<file path="src/rtl/branch_resolve_unit.sv">
// Pipelined branch resolver.
// Evaluates an encoded branch condition on two register operands and computes
// the next PC. The result is registered behind a valid/ready handshake. A taken
// result raises a multi-cycle flush, and saturating statistics counters track
// delivered and taken results.
module branch_resolve_unit #(
  parameter int DATA_W       = 16,
  parameter int PC_W         = 16,
  parameter int FLUSH_CYCLES = 2,
  parameter int CNT_W        = 16
) (
  input  logic              clk_pi,
  input  logic              reset_n_pi,
  input  logic              req_valid_pi,
  output logic              req_ready_po,
  input  logic [2:0]        cond_pi,
  input  logic              signed_pi,
  input  logic [DATA_W-1:0] reg1_data_pi,
  input  logic [DATA_W-1:0] reg2_data_pi,
  input  logic              alu_carry_bit_pi,
  input  logic [PC_W-1:0]   pc_pi,
  input  logic [PC_W-1:0]   offset_pi,
  output logic              res_valid_po,
  input  logic              res_ready_pi,
  output logic              is_branch_taken_po,
  output logic [PC_W-1:0]   target_pc_po,
  output logic              flush_po,
  output logic [CNT_W-1:0]  resolved_count_po,
  output logic [CNT_W-1:0]  taken_count_po
);

  typedef enum logic {
    RUN   = 1'b0,
    FLUSH = 1'b1
  } state_t;

  localparam logic [2:0] C_EQ    = 3'b000;
  localparam logic [2:0] C_NE    = 3'b001;
  localparam logic [2:0] C_GE    = 3'b010;
  localparam logic [2:0] C_LE    = 3'b011;
  localparam logic [2:0] C_LT    = 3'b100;
  localparam logic [2:0] C_GT    = 3'b101;
  localparam logic [2:0] C_CARRY = 3'b110;

  localparam logic [3:0] FLUSH_LOAD = 4'(FLUSH_CYCLES - 1);

  state_t            state_q, state_d;
  logic [3:0]        fcnt_q, fcnt_d;
  logic              flush_q, flush_d;
  logic              res_valid_q, res_valid_d;
  logic              taken_q, taken_d;
  logic [PC_W-1:0]   target_q, target_d;
  logic [CNT_W-1:0]  resolved_q, resolved_d;
  logic [CNT_W-1:0]  taken_cnt_q, taken_cnt_d;

  logic                     accept;
  logic                     deliver;
  logic                     cond_true;
  logic                     op_eq;
  logic                     op_lt;
  logic signed [DATA_W:0]   a_ext;
  logic signed [DATA_W:0]   b_ext;
  logic [PC_W-1:0]          next_pc;

  // Increment that sticks at the all-ones value instead of wrapping.
  function automatic logic [CNT_W-1:0] sat_inc(input logic [CNT_W-1:0] v);
    return (&v) ? v : v + 1'b1;
  endfunction

  // Ready is forced low while reset is asserted so every output reads 0.
  assign req_ready_po = reset_n_pi & (state_q == RUN) & (~res_valid_q | res_ready_pi);
  assign accept       = req_valid_pi & req_ready_po;
  assign deliver      = res_valid_q & res_ready_pi;

  // One extra bit lets a single signed comparator serve both signed and
  // unsigned compares: zero-extend for unsigned, sign-extend for signed.
  assign a_ext = {signed_pi & reg1_data_pi[DATA_W-1], reg1_data_pi};
  assign b_ext = {signed_pi & reg2_data_pi[DATA_W-1], reg2_data_pi};
  assign op_eq = (reg1_data_pi == reg2_data_pi);
  assign op_lt = (a_ext < b_ext);

  // Decode the branch condition against the current request operands.
  always_comb begin
    cond_true = 1'b1;
    case (cond_pi)
      C_EQ:    cond_true = op_eq;
      C_NE:    cond_true = ~op_eq;
      C_GE:    cond_true = ~op_lt;
      C_LE:    cond_true = op_lt | op_eq;
      C_LT:    cond_true = op_lt;
      C_GT:    cond_true = ~op_lt & ~op_eq;
      C_CARRY: cond_true = alu_carry_bit_pi;
      default: cond_true = 1'b1;
    endcase
  end

  // Next PC wraps modulo 2^PC_W by truncation.
  assign next_pc = pc_pi + (cond_true ? offset_pi : PC_W'(1));

  // Result register next-state: load on accept, otherwise drop valid on delivery.
  always_comb begin
    res_valid_d = res_valid_q;
    taken_d     = taken_q;
    target_d    = target_q;
    if (accept) begin
      res_valid_d = 1'b1;
      taken_d     = cond_true;
      target_d    = next_pc;
    end else if (deliver) begin
      res_valid_d = 1'b0;
    end
  end

  // Statistics next-state: the result leaving this cycle is counted.
  always_comb begin
    resolved_d  = resolved_q;
    taken_cnt_d = taken_cnt_q;
    if (deliver) begin
      resolved_d = sat_inc(resolved_q);
      if (taken_q) begin
        taken_cnt_d = sat_inc(taken_cnt_q);
      end
    end
  end

  // Flush FSM next-state: a taken accept starts the flush window, which
  // counts down to zero and releases on the following edge.
  always_comb begin
    state_d = state_q;
    fcnt_d  = fcnt_q;
    flush_d = flush_q;
    case (state_q)
      RUN: begin
        if (accept && cond_true) begin
          state_d = FLUSH;
          fcnt_d  = FLUSH_LOAD;
          flush_d = 1'b1;
        end
      end
      FLUSH: begin
        if (fcnt_q == 4'd0) begin
          state_d = RUN;
          flush_d = 1'b0;
        end else begin
          fcnt_d = fcnt_q - 4'd1;
        end
      end
      default: begin
        state_d = RUN;
        flush_d = 1'b0;
        fcnt_d  = 4'd0;
      end
    endcase
  end

  // State registers with asynchronous active-low reset.
  always_ff @(posedge clk_pi or negedge reset_n_pi) begin
    if (!reset_n_pi) begin
      state_q     <= RUN;
      fcnt_q      <= 4'd0;
      flush_q     <= 1'b0;
      res_valid_q <= 1'b0;
      taken_q     <= 1'b0;
      target_q    <= '0;
      resolved_q  <= '0;
      taken_cnt_q <= '0;
    end else begin
      state_q     <= state_d;
      fcnt_q      <= fcnt_d;
      flush_q     <= flush_d;
      res_valid_q <= res_valid_d;
      taken_q     <= taken_d;
      target_q    <= target_d;
      resolved_q  <= resolved_d;
      taken_cnt_q <= taken_cnt_d;
    end
  end

  assign res_valid_po       = res_valid_q;
  assign is_branch_taken_po = taken_q;
  assign target_pc_po       = target_q;
  assign flush_po           = flush_q;
  assign resolved_count_po  = resolved_q;
  assign taken_count_po     = taken_cnt_q;

endmodule

</file>
<file path="config.mk">
export PLATFORM = sky130hd
export DESIGN_NAME = branch_resolve_unit
export DESIGN_NICKNAME = d
export VERILOG_FILES = /design/src/rtl/branch_resolve_unit.sv
export SDC_FILE = /design/constraint.sdc
export NUM_CORES = 1
export LEC_CHECK = 0
export CORE_MARGIN = 4
export CORE_UTILIZATION = 46
export CTS_BUF_LIST = sky130_fd_sc_hd__clkbuf_16
export DETAILED_ROUTE_END_ITERATION = 7
export PLACE_DENSITY = 0.79
export SYNTH_ARGS = -nofsm -noshare
export SYNTH_HDL_FRONTEND = slang
export SYNTH_SLANG_ARGS = --single-unit
export TNS_END_PERCENT = 5
</file>
<file path="constraint.sdc">
create_clock -name clk_pi -period 2.4 [get_ports clk_pi]
set_input_delay 0.6 -clock clk_pi [delete_from_list [all_inputs] [get_ports clk_pi]]
set_output_delay 0.6 -clock clk_pi [all_outputs]
set_load 0.005 [all_outputs]
</file>
==> reports/qor.tcl, run 1 <==
set qor(num_antenna_cells) 0
set qor(drt_wl_total_mm) 10.2
set qor(floorplan.die_area_sq_mm) 0.00946
set qor(syn_area_per_cell_sq_um) 9.47
set qor(cts-htree-levels) 2
set qor(post-route-drc-count) 0
set qor(reg2reg_setup_slack_ns) 0.40
set qor(io-pin-count) 125
set qor(grt_first_pass_wirelength_mm) 16.9
set qor(grt_util_all_layers_pct) 21.2
set qor(core.rowCount) 32
set qor(cts_inserted_buffers) 5
set qor(dieHeight_microns) 97.3
set qor(register_clock_pin_slew_on_the_reported_worst_setup_and_hold_paths_ns) 0.08
set qor(postSynthNetCount) 495
set qor(hpwlAfterDp_mm) 7.77
set qor(first_global_vias) 3646
set qor(failed_checks) {setup timing}
set qor(timing.fmax_mhz) 233
set qor(p_leak_uw) 0.00283
set qor(cts_hold_buffers) 0
set qor(postSynth.topFlopCell) {sky130_fd_sc_hd__dfrtp_1}
set qor(post-synth-top-area-cell) {sky130_fd_sc_hd__dfrtp_1}
set qor(synth.yosys.warnings) 0
set qor(critical_path.endpoint_type) {flop}
set qor(average_wire_length_per_cell_after_detail_routing_microns) 15.4
set qor(start_util_pct) 47.4
set qor(syn2layout_area_growth_pct) 60.7
set qor(netlist_area_sq_mm) 0.00366
set qor(finalNetCount) 667
set qor(setup_repair_after_global_routing_missed_its_margin) {true}
set qor(final_critical_path_setup_slack_ns) -1.89
set qor(ctsLongestPathBuffers) 2
set qor(setup_viol_count_final) 22
set qor(synth_async_sr_flop_share_pct) 100
set qor(preCtsSetupSlack_ns) -2.66
set qor(finalHoldViolations) 0
set qor(holdCritPathClass) {in -> async}
set qor(worst_slew_pin_slew_ns) 0.720
set qor(number_of_antenna_violations_at_the_first_check_in_global_routing) 0
set qor(synthesis.instances) 387
set qor(chipWidth_microns) 97.3
set qor(synth_top_cells_by_area) {sky130_fd_sc_hd__dfrtp_1 38%, sky130_fd_sc_hd__ha_1 12%, sky130_fd_sc_hd__xnor2_1 5.5%}
set qor(drive_above_1_share_pct) 22.9
set qor(largest_net_degree_at_the_start_of_global_routing) 57
set qor(relSlewSlack_pct) 52.0
set qor(synth_top_cell_area_share_pct) 38.2
set qor(detail_route.iter0.violations) 104
set qor(gp_congestion) 0.823
set qor(synth_enable_flop_cells) 0
set qor(cts_tree) {yes}
set qor(worstSkewPairLatency_ns) 0.29
set qor(holdWs_ns) 0.484
set qor(route.antenna.remaining_nets) 0
set qor(power.ir.vdd_worst_mv) 0.429
set qor(finalCritPeriodShare_pct) 179
set qor(globalRouteOverflowTotal) 0
set qor(part_of_the_yosys_area_used_for_sequential_elements_pct) 38.2
set qor(critical_path_peak_fanout) 8
set qor(final_max_slew_viol_count) 0
set qor(power_density_mw_per_mm2) 656
set qor(critical_path_type) {in -> reg}
set qor(max_cap_viol_count) 0
set qor(period_minus_slack_ns) 4.29
set qor(synth.ff_latch_count) 56
set qor(finClkSkew_ns) 0.00443
set qor(vias) 3481
set qor(place.port_buffers) 124
set qor(cts.root.buffer_cell) {sky130_fd_sc_hd__clkbuf_16}
set qor(coreArea_sq_mm) 0.00773
set qor(detail_route.vias_per_cell) 5.26
set qor(cp_data_required_time_ns) 2.58
set qor(outcome) {finished with violations}
set qor(worst_ep_arrival_time_ns) 4.47
set qor(clkSinkCount) 56
set qor(firstDrtPassIters) 4
set qor(worstSetupStartpointType) {input pin}
set qor(synthDistinctLibCells) 56
==> state kept, by name (all words and copies together), names as in the netlist <==
register / cells
flush_po: 1
is_branch_taken_po: 1
resolved_count_po: 16
fcnt_q: 4
res_valid_po: 1
target_pc_po: 16
state_q: 1
taken_count_po: 16
==> final timing paths <==
check	from	end	depth (start not counted)
setup reg to reg	resolved_count_po[2]	resolved_count_po[11]	8
min in group clk_pi	target_pc_po[1]	target_pc_po[1]	2
max in group asynchronous	reset_n_pi	target_pc_po[2]	2
setup / recovery	reg1_data_pi[5]	target_pc_po[15]	18
hold / removal	reset_n_pi	flush_po	2
hold reg to reg	target_pc_po[1]	target_pc_po[1]	2
==> critical path: stages <==
cell                            delay [ns]
sky130_fd_sc_hd__dlygate4sd2_1        0.24
sky130_fd_sc_hd__ha_1                 0.32
sky130_fd_sc_hd__and4_4               0.21
sky130_fd_sc_hd__o211ai_1             0.07
sky130_fd_sc_hd__o211ai_1             0.13
sky130_fd_sc_hd__a22o_1               0.26
sky130_fd_sc_hd__o22a_1               0.23
sky130_fd_sc_hd__o211a_4              0.31
sky130_fd_sc_hd__and2_4               0.16
sky130_fd_sc_hd__ha_4                 0.23
sky130_fd_sc_hd__and2_4               0.13
sky130_fd_sc_hd__o2111a_1             0.25
sky130_fd_sc_hd__nor2_2               0.15
sky130_fd_sc_hd__a311oi_2             0.13
sky130_fd_sc_hd__a41o_1               0.26
sky130_fd_sc_hd__o41ai_2              0.26
sky130_fd_sc_hd__xor3_1               0.27
sky130_fd_sc_hd__mux2_4               0.26
==> cells in the mapped netlist, drive strengths merged (2+ instances only) <==
library cell / instances
a41o: 2
a21oi: 15
inv: 27
mux2: 3
and2: 19
nand3: 25
or2: 4
and4: 3
o21a: 3
nor2: 18
dfrtp: 56
xnor2: 23
nor2b: 2
o31ai: 2
xor2: 18
o21ai: 17
o211ai: 2
a21o: 10
clkbuf: 3
nor3b: 3
a211oi: 5
nand2: 38
and3: 12
ha: 34
nor3: 10
nand2b: 6
o41ai: 2
nand4: 7
==> logic make-up (layout without fill, tap and decap cells) <==
| logic type | count (synthesis) | count (layout) | synth area share (%) |
|---|---|---|---|
| simple gates | 151 | 151 | 21.4 |
| compound gates | 69 | 69 | 13.6 |
| flops | 56 | 56 | 38.2 |
| xor+xnor | 42 | 42 | 10.4 |
| fa+ha+maj | 35 | 35 | 12.2 |
| buf+inv | 31 | 204 | 3.21 |
| mux | 3 | 3 | 0.922 |
==> cell usage in the layout, fill, tap and decap left out, drive strengths merged, types with 2 or more instances in the layout <==
| master | netlist | layout |
|---|---|---|
| a211oi | 5 | 5 |
| a21o | 10 | 10 |
| a21oi | 15 | 15 |
| a41o | 2 | 2 |
| and2 | 19 | 19 |
| and3 | 12 | 12 |
| and4 | 3 | 3 |
| buf | 1 | 47 |
| clkbuf | 3 | 6 |
| clkdlybuf4s50 | 0 | 92 |
| dfrtp | 56 | 56 |
| dlygate4sd2 | 0 | 11 |
| dlymetal6s2s | 0 | 17 |
| ha | 34 | 34 |
| inv | 27 | 29 |
| mux2 | 3 | 3 |
| nand2 | 38 | 38 |
| nand2b | 6 | 6 |
| nand3 | 25 | 25 |
| nand4 | 7 | 7 |
| nor2 | 18 | 18 |
| nor2b | 2 | 2 |
| nor3 | 10 | 10 |
| nor3b | 3 | 3 |
| o211ai | 2 | 2 |
| o21a | 3 | 3 |
| o21ai | 17 | 17 |
| o31ai | 2 | 2 |
| o41ai | 2 | 2 |
| or2 | 4 | 4 |
| xnor2 | 23 | 23 |
| xor2 | 18 | 18 |
==> metal layers <==
metal | global-route usage [%] | vias up | share of wire, %
li1 | - | 1698 | -
met1 | 25.9 | 1676 | 43
met2 | 38.4 | 93 | 52
met3 | 3.88 | 14 | 4.0
met4 | 5.22 | 0 | 1.4
met5 | 0 | - | 0
==> final cells by class <==
type / instances / area, sq um
fill: 538 / 1840
clock inverter: 3 / 25.0
multi-input combinational: 300 / 2480
timing repair buffer: 169 / 1620
tap: 102 / 128
clock buffer: 5 / 125
sequential: 56 / 1400
inverter: 27 / 114
==> repair_timing <==
action	4_1_cts	5_1_grt
resized for setup	37	45
pin swaps	11	5
endpoints found under the setup margin	24	23
setup buffers	1	0
==> report_power, final <==
group	switching, uW	internal (uW)
registers	217	1200
clock network	365	396
logic	689	998
==> through the flow <==
step,instances,utilization (%),TNS [ns],area (sq um),total power (uW)
floorplan,387,-,-18.03,3830,2130
global placement,653,71.5,-36.43,5530,2990
detailed placement,653,71.5,-38.76,5530,3050
CTS,662,74.6,-25.14,5770,3860
global route,662,76.2,-25.38,5890,4120
finish,662,76.2,-20.91,5890,3870
(Power assumes the default switching activity.)
==> inputs of run 2 (changes only) <==
SLEW_MARGIN = 0   (was not set)
TNS_END_PERCENT = not set   (was 5)
==> run 2 against run 1 <==
  * The flow still finishes with violations (setup timing)
  * Global-route usage increased by 1.7 points
  * Clock-buffer cell count unchanged
  * Via count increased by 3.3%
  * Combinational power increased by 9%
  * Largest cell class unchanged
  * Largest power group unchanged
  * Highest routed layer unchanged
==> reports/qor.tcl, run 2 (synthesis results as in run 1) <==
set qor(worst_ep_arrival_time_ns) 4.37
set qor(critical_path.endpoint_type) {flop}
set qor(ctsLongestPathBuffers) 2
set qor(critical-path-max-stage-delay_ns) 0.31
set qor(cts.root.buffer_cell) {sky130_fd_sc_hd__clkbuf_16}
set qor(worst_slew_pin_slew_ns) 0.717
set qor(grt_first_pass_wirelength_mm) 18.0
set qor(final_max_slew_viol_count) 0
set qor(largest_net_degree_at_the_start_of_global_routing) 57
set qor(clkSinkCount) 56
set qor(setup_repair_after_global_routing_missed_its_margin) {true}
set qor(gp_congestion) 0.861
set qor(cp_data_required_time_ns) 2.58
set qor(floorplan.die_area_sq_mm) 0.00946
set qor(hpwlAfterDp_mm) 7.80
set qor(vias) 3596
set qor(final_critical_path_setup_slack_ns) -1.79
set qor(worstSetupStartpointType) {input pin}
set qor(worstSkewPairLatency_ns) 0.30
set qor(drt_wl_total_mm) 11.0
set qor(path_buf_inv) 2
set qor(setup_viol_count_final) 23
set qor(timing.fmax_mhz) 239
set qor(holdCritPathClass) {in -> async}
set qor(critical_path_peak_fanout) 8
set qor(finClkSkew_ns) 0.00619
set qor(first_global_vias) 3817
set qor(dp_cells) 662
set qor(register_clock_pin_slew_on_the_reported_worst_setup_and_hold_paths_ns) 0.08
set qor(p_leak_uw) 0.00284
set qor(power_density_mw_per_mm2) 660
set qor(io-pin-count) 125
set qor(average_wire_length_per_cell_after_detail_routing_microns) 16.0
set qor(detail_route.vias_per_cell) 5.23
set qor(final_cell_mix) {90 x sky130_fd_sc_hd__clkdlybuf4s50_1, 64 x sky130_fd_sc_hd__buf_4, 56 x sky130_fd_sc_hd__dfrtp_1, 34 x sky130_fd_sc_hd__nand2_1, 24 x sky130_fd_sc_hd__nand3_1}
set qor(failed_checks) {setup timing}
set qor(place.port_buffers) 124
set qor(holdWs_ns) 0.458
set qor(layout.cells.most_common) {sky130_fd_sc_hd__clkdlybuf4s50_1}
set qor(finalHoldViolations) 0
set qor(power.ir.vdd_worst_mv) 0.473
set qor(cts_tree) {yes}
set qor(num_antenna_cells) 0
set qor(chipWidth_microns) 97.3
set qor(finalNetCount) 692
set qor(firstDrtPassIters) 4
set qor(max_cap_viol_count) 0
set qor(preCtsSetupSlack_ns) -2.60
set qor(core.rowCount) 32
set qor(drive_above_1_share_pct) 33.0
set qor(crit_slowest_cell) {sky130_fd_sc_hd__o211a_4}
set qor(relSlewSlack_pct) 52.2
set qor(timing.critical_path.max_delay_family) {compound AO/OA/AOI/OAI gates}
set qor(post-route-drc-count) 0
set qor(syn2layout_area_growth_pct) 66.2
set qor(critical_path_type) {in -> reg}
set qor(dieHeight_microns) 97.3
set qor(finalCritPeriodShare_pct) 175
set qor(route.antenna.remaining_nets) 0
set qor(post_route_insts_no_fill) 687
set qor(grt_util_all_layers_pct) 22.8
set qor(period_minus_slack_ns) 4.19
set qor(cts_inserted_buffers) 5
set qor(cts-htree-levels) 2
set qor(number_of_antenna_violations_at_the_first_check_in_global_routing) 0
set qor(crit_path_cell_trace) {buf_8, inv_12, ha_4, a21o_1, a221oi_2, o21ai_1, a22o_1, o22a_1, o211a_4, and2_4, ha_4, and2_4, o2111a_1, nor2_2, a311oi_2, a41o_1, o41ai_2, xor3_1, mux2_4}
set qor(coreArea_sq_mm) 0.00773
set qor(detail_route.iter0.violations) 105
set qor(outcome) {finished with violations}
set qor(start_util_pct) 47.4
set qor(globalRouteOverflowTotal) 0
[run 2: cell count changes in the layout (fill, tap and decap cells not counted), sizes merged, moves of 2 or more]
cell and change:
buf +46, clkdlybuf4s50 -2, dlygate4sd2 -4, dlymetal6s2s -17
clkdlybuf4s15 +3
[run 2: worst paths after layout]
check,start,endpoint,slack (ns),depth (start not counted)
worst max register to register,resolved_count_po[2],resolved_count_po[11],0.42,8
worst min register to register,resolved_count_po[5],resolved_count_po[5],0.49,1
max in group asynchronous,reset_n_pi,target_pc_po[8],1.48,2
min in group clk_pi,resolved_count_po[5],resolved_count_po[5],0.49,1
worst min-delay path,reset_n_pi,taken_count_po[5],0.46,2
worst max-delay path,reg2_data_pi[14],target_pc_po[15],-1.79,19
[run 2: area by class of cell]
class	instances	area (sq um)
flip-flops and latches	56	1400
multi-input cells	300	2590
fillers	512	1640
repair buffers	194	1710
clock buffers	5	125
clock inverters	3	21.3
inverters	27	116
well taps	102	128
[run 2: layer usage]
layer	up-vias	GRT usage (%)	wire, microns
met2	106	42.4	5830
met1	1717	26.5	4450
met5	-	0	0
li1	1750	-	-
met4	0	7.45	230
met3	23	3.95	463
[run 2: per-stage QoR]
stage | instance area [sq um] | util, % | power, uW | TNS [ns]
after floorplan | 3880 | - | 2160 | -16.76
after global placement | 5630 | 72.9 | 3050 | -37.31
after detailed placement | 5630 | 72.9 | 3100 | -39.24
after CTS | 6010 | 77.8 | 3960 | -20.06
after global routing | 6090 | 78.8 | 4280 | -24.11
final | 6090 | 78.8 | 4020 | -21.72
[run 2: power breakdown]
group | switching, uW | total (uW) | internal, uW | leakage, uW
clock network | 364 | 754 | 390 | 0.0000702
logic | 748 | 1840 | 1090 | 0.00204
registers | 228 | 1430 | 1200 | 0.000726
total | 1340 | 4020 | 2680 | 0.00284
[run 2: timing repair]
item | CTS | global route
pin swaps | 45 | 20
hold endpoints to repair | 0 | 0
endpoints found under the setup margin | 24 | 23
buffers inserted | 15 | 7
gates cloned | 0 | 0
gates resized for setup | 150 | 16
hold buffers | 0 | 0
==> inputs of run 3 (changes only) <==
ABC_AREA = 0   (was not set)
==> results of run 3 <==
Final layout, timing and power as in run 2 (identical DEF).
